### src/rtl/sb_tx_serializer.sv
// sb_tx_serializer
// Sideband TX serializer sitting behind the packet framer. Takes one framed
// phase per handshake, shifts it out LSB-first one bit per i_clk, gates the
// forwarded sideband clock while bits are on the lane, then holds an idle gap
// before signalling ser_done again.
//
// Optional build macro: SB_SER_OVERRUN_DET_EN adds a sticky o_overrun flag
// that records any strobe arriving while the serializer is busy.
//
// state    | meaning
// ---------+--------------------------------------------------------------
// ST_IDLE  | lane quiet, o_ser_done high, waiting for i_packet_valid
// ST_SHIFT | one phase bit on the lane per cycle, sideband clock enabled
// ST_GAP   | mandatory idle gap, data low and sideband clock gated

module sb_tx_serializer #(
    parameter int PHASE_W = 64,
    parameter int GAP_UI  = 32,
    parameter int CNT_W   = 7
) (
    input  logic               i_clk,
    input  logic               i_rst_n,
    input  logic [PHASE_W-1:0] i_packet_phase,
    input  logic               i_packet_valid,
    output logic               o_ser_done,
    output logic               o_txdata,
    output logic               o_clk_gate_en,
`ifdef SB_SER_OVERRUN_DET_EN
    output logic               o_overrun,
`endif
    output logic               o_phase_sent
);

    typedef enum logic [1:0] {
        ST_IDLE  = 2'd0,
        ST_SHIFT = 2'd1,
        ST_GAP   = 2'd2
    } state_t;

    // Counter is compared against constants and cleared on every state
    // change, so it never needs to wrap.
    localparam logic [CNT_W-1:0] LAST_BIT = CNT_W'(PHASE_W - 1);
    localparam logic [CNT_W-1:0] PRE_LAST = CNT_W'(PHASE_W - 2);
    localparam logic [CNT_W-1:0] GAP_LAST = CNT_W'(GAP_UI - 1);

    state_t             state;
    logic [PHASE_W-1:0] shreg;
    logic [CNT_W-1:0]   cnt;

    // Done drops in the same cycle as the strobe so the framer never sees a
    // stale done while its phase is being captured.
    assign o_ser_done = (state == ST_IDLE) && !i_packet_valid;

    // Serializer FSM: capture, shift LSB-first, then enforce the idle gap.
    // Bit0 is driven on the capture edge itself, so the remaining bits are
    // kept pre-shifted in shreg.
    always_ff @(posedge i_clk or negedge i_rst_n) begin
        if (!i_rst_n) begin
            state         <= ST_IDLE;
            shreg         <= '0;
            cnt           <= '0;
            o_txdata      <= 1'b0;
            o_clk_gate_en <= 1'b0;
            o_phase_sent  <= 1'b0;
        end else begin
            o_phase_sent <= 1'b0;
            case (state)
                ST_IDLE: begin
                    if (i_packet_valid) begin
                        shreg         <= i_packet_phase >> 1;
                        o_txdata      <= i_packet_phase[0];
                        o_clk_gate_en <= 1'b1;
                        cnt           <= '0;
                        state         <= ST_SHIFT;
                    end
                end
                ST_SHIFT: begin
                    if (cnt == LAST_BIT) begin
                        o_txdata      <= 1'b0;
                        o_clk_gate_en <= 1'b0;
                        cnt           <= '0;
                        state         <= ST_GAP;
                    end else begin
                        o_txdata     <= shreg[0];
                        shreg        <= shreg >> 1;
                        cnt          <= cnt + 1'b1;
                        o_phase_sent <= (cnt == PRE_LAST);
                    end
                end
                ST_GAP: begin
                    if (cnt == GAP_LAST) begin
                        cnt   <= '0;
                        state <= ST_IDLE;
                    end else begin
                        cnt <= cnt + 1'b1;
                    end
                end
                default: begin
                    state         <= ST_IDLE;
                    cnt           <= '0;
                    o_txdata      <= 1'b0;
                    o_clk_gate_en <= 1'b0;
                end
            endcase
        end
    end

`ifdef SB_SER_OVERRUN_DET_EN
    // Sticky record of a strobe arriving while busy; the phase itself is dropped.
    always_ff @(posedge i_clk or negedge i_rst_n) begin
        if (!i_rst_n) begin
            o_overrun <= 1'b0;
        end else if (i_packet_valid && (state != ST_IDLE)) begin
            o_overrun <= 1'b1;
        end
    end
`endif

endmodule

### config.mk
export PLATFORM = sky130hd
export DESIGN_NAME = sb_tx_serializer
export DESIGN_NICKNAME = d
export VERILOG_FILES = /design/src/rtl/sb_tx_serializer.sv
export SDC_FILE = /design/constraint.sdc
export NUM_CORES = 1
export LEC_CHECK = 0
export BUFFER_PORTS_ARGS = -buffer_cell sky130_fd_sc_hd__buf_2
export CAP_MARGIN = 20
export CORE_ASPECT_RATIO = 2
export CORE_MARGIN = 10
export CORE_UTILIZATION = 59
export DETAILED_ROUTE_END_ITERATION = 16
export MAX_ROUTING_LAYER = met4
export PLACE_DENSITY = 0.85
export SLEW_MARGIN = 20
export SYNTH_ARGS = -nofsm -noshare
export SYNTH_HDL_FRONTEND = slang
export SYNTH_SLANG_ARGS = --single-unit
### constraint.sdc
create_clock -name i_clk -period 4.4 [get_ports i_clk]
set_input_delay 1.32 -clock i_clk [delete_from_list [all_inputs] [get_ports i_clk]]
set_output_delay 1.32 -clock i_clk [all_outputs]
set_load 0.005 [all_outputs]
---- Word-level counts from Yosys, hierarchy flattened ----
Index checks and enable logic that the tools add are counted.
operators by class
  add/sub/neg operators ................... 1
  equality and inequality tests ........... 9
  multiplexer cells ....................... 19
  bitwise logic cells ..................... 1
  reduce and logical (&&, ||, !) cells .... 8
operator list
  cell                                                                   count
  64-bit two-way mux                                                     2
  64-bit one-hot mux with 2 select lines                                 1
  7-bit two-way mux                                                      3
  7-bit one-hot mux with 3 select lines                                  1
  7-bit by 6-bit equality test with 1-bit output, second input constant  2
  3-bit AND reduction                                                    3
  2-bit inequality test, second input constant                           4
  7-bit by 1-bit adder with 7-bit output, second input constant          1
  7-bit by 5-bit equality test with 1-bit output, second input constant  1
  1-bit two-way mux                                                      6
  2-bit two-way mux                                                      3
  1-bit one-hot mux with 3 select lines                                  2
  2-bit one-hot mux with 3 select lines                                  1
  2-bit by 1-bit equality test with 1-bit output, second input constant  1
  2-bit equality test, second input constant                             1
  2-bit logical NOT                                                      1
  2-bit AND reduction                                                    1
  2-bit nonzero test                                                     1
  1-bit logical AND                                                      1
  1-bit logical NOT                                                      1
  1-bit inverter                                                         1
storage, ports and cells
  register bits after elaboration ......... 76
  input bits .............................. 67

---- Logic depth before layout (Yosys ltp) ----
  depth in word-level cells ............... 3
  mapped depth ............................ 8
  mapped depth without buffers ............ 7

---- Worst setup path before layout ----
OpenSTA, ideal clock, no wires.
  path kind ............................... input to output
  from .................................... input i_packet_valid
  to ...................................... output o_ser_done
  arrival ................................. 1.915 ns
  data required time ...................... 3.080 ns
  path slack .............................. 1.165 ns
  stages on the path ...................... 4
  buffers on the path ..................... 1
  path through ............................ inv_1 -> nand2_1 -> inv_1 -> clkbuf_1
between the ends
  longest elaborated chain between the ends .. 2
ends and longest elaborated chain
  item                RTL line  text
  start: declaration  24        input logic i_packet_valid,
  1-bit logical NOT   52        assign o_ser_done = (state == ST_IDLE) && !i_packet_valid;
  1-bit logical AND   52
  end: declaration    25        output logic o_ser_done,
Every way passes these cells.

---- Worst setup path after layout ----
Ends and elaborated chain as after synthesis.

==> flow_summary.ini <==
[global_route]
grt_overflow = 0
antenna_found_initial = 0
grt_pass1_wl_mm = 13.1
grt_pass1_vias = 2939
grt_start_max_net_pins = 76
grt_util_all_layers_pct = 18.0

[critical_path]
startpoint_type = input pin
worstPathBufferInverterCount = 4
crit_start = i_packet_valid
worstPathMaxFanout = 7
reg2reg_from = state[1]
cp.required_ns = 3.08
worstPathCellList = buf_2 > inv_1 > nand2_1 > inv_1 > buf_2
max_stage_delay_ns = 0.17
r2r_slack_ns = 1.94
path_class = in -> out
worstPathArrival_ns = 1.91
regToRegEndpoint = shreg[62]
cpLargestDelayFamily = buffers and inverters
crit_slowest_cell = nand2_1
r2r_cells = 7
endpoint_kind = output port

[drt]
wl_per_cell_um = 16.1
drtAntennaViolNets = 0
first_pass_iters = 4
drc_errors = 0
via_count = 2708
wl_mm = 7.78
routed_via_density = 5.62
drt_iter0_drc = 207

[hold_path]
min_to = shreg[9]
min_from = shreg[9]
hold_path_class = reg -> reg
min_path_cells = 2

[final_layout]
layout-drive-gt1-share_pct = 21.0
instances_no_fill = 482
areaGrowthSynthToFinish_pct = 16.9
final_nets = 489
nFillCells = 451
final_common_cell = dfrtp_1
final_cell_mix = dfrtp_1 (75), buf_2 (69), a21oi_1 (67)
fin_util_pct = 70.4
n_antenna_cell = 0
design_area_mm2 = 0.00420

[yosys]
synth.avg_cell_area_um2 = 10.2
ys_seq_elements = 75
syn_nets = 426
syn_area_mm2 = 0.00359
yosysUniqueCellTypes = 28
yosysTopAreaCellShare_pct = 52.3
synth.area.top_cells = dfrtp_1 (52%), mux2i_1 (17%), a21oi_1 (9.3%), nor2_1 (6.9%), ha_1 (2.1%)
yosysTopAreaCell = dfrtp_1
postSynthCellCount = 353
yosysSeqAreaShare_pct = 52.3
ys.warnings.count = 0

[sta]
finalHoldViolCount = 0
max_freq_mhz = 310
setup_tns_ns = 0
finalMaxSlewViolations = 0
rsz0062_at_grt = no
fin_crit_ns = 3.23
fin_crit_sh_pct = 73.4
tightest_slew_ns = 0.949
clock_skew_ns = 0.00696
setup_viol = 0
slew_headroom_pct = 36.8

[placement]
gp_congestion = 0.867
dp_hpwl_mm = 5.32
port-buffer-count = 70
place_area_mm2 = 0.00395
dp_cells = 468

[die]
coreArea_mm2 = 0.00596
rows = 40
io_pins = 71
initial_utilization_pct = 60.3
die_y_um = 130
die-width_um = 75.2
die_area_mm2 = 0.00979

[clock_network]
clock_sinks = 75
cts-buffers-inserted = 9
cts_tree = yes
clk_pin_slew_ns = 0.05
clk_latency_ns = 0.33
ctsResizeCount = 0
cts-root-buf = clkbuf_16
hold_buffers = 0
htree_levels = 3
cts_setup_buffers = 0
cts_buffer_depth = 2

[power]
ir_drop_mv = 0.393
p_leak_nw = 2.00
power_w = 0.00302
p_per_area_mw_per_mm2 = 719

[flow_run]
cap_violations = 0

[run_status]
outcome = finished clean
-- per-layer routing --
layer | vias to the layer above | part of all wire [%] | wire length (um) | GRT usage, %
met5 | - | 0 | 0 | -
met4 | 0 | 2.4 | 188 | 9.13
met3 | 16 | 4.7 | 364 | 5.55
met2 | 67 | 53 | 4140 | 29.5
met1 | 1275 | 40 | 3090 | 18.8
li1 | 1350 | - | - | -
-- how the worst max path moves through the flow --
stage | end | slack [ns] | cells past startpoint
after global routing | o_ser_done | 1.11 | 5
final | o_ser_done | 1.17 | 5
after CTS | o_ser_done | 1.17 | 5
after global placement | o_ser_done | 1.21 | 5
after floorplan | o_ser_done | 1.16 | 4
after detailed placement | o_ser_done | 1.17 | 5
-- cell usage after synthesis (all sizes together) --
cell	n
o21ai	14
ha	6
inv	8
mux2	1
mux2i	62
nor2	66
a21oi	67
and3	2
a21o	1
o41a	1
nor4	1
nand3b	2
nand3	5
clkbuf	3
dfrtp	75
buf	19
nand2	6
nor3	4
a211oi	1
or3	2
a31oi	3
o31ai	2
nand4	1
nor4b	1
-- stage by stage --
step / hold slack, ns / worst slack [ns]
after floorplan: 0.494 / 1.16
after global placement: 0.507 / 1.21
after detailed placement: 0.521 / 1.17
after CTS: 0.533 / 1.17
after global routing: 0.565 / 1.11
final: 0.525 / 1.17
-- cell type report --
| cell class | count | area (um^2) | share of cell area, % |
|---|---|---|---|
| clock buffer | 14 | 244 | 5.82 |
| sequential | 75 | 1880 | 44.7 |
| timing repair buffer | 74 | 383 | 9.13 |
| multi-input combinational | 248 | 1580 | 37.7 |
| inverter | 8 | 30.0 | 0.716 |
| tap | 63 | 78.8 | 1.88 |
-- report_power, final --
group,internal [W],switching [W],leakage (nW)
clock network,0.000376,0.000252,0.117
logic,0.000522,0.000689,1.04
registers,0.00101,0.000169,0.852
-- flip-flops by register name, summed over array words and instances (netlist names) --
name	count
shreg	63
o_clk_gate_en	1
state	2
o_phase_sent	1
o_txdata	1
cnt	7
-- kinds of logic (layout without fill, tap and decap cells) --
family | Yosys count | in the layout | share of synthesized area [%]
AOI/OAI and AO/OA | 89 | 89 | 13.4
adders and majority gates | 6 | 6 | 2.09
buffers and inverters | 30 | 96 | 3.97
DFF | 75 | 75 | 52.3
muxes | 63 | 63 | 17.6
and+or+nand+nor | 90 | 90 | 10.6
-- worst min-delay path, delay by kind of cell, from the launching register on --
kind / cells / cell delay, ns
and+or+nand+nor: 1 / 0.05
AOI/OAI and AO/OA: 1 / 0.10
DFF: 1 / 0.34
(Power assumes the default switching activity.)
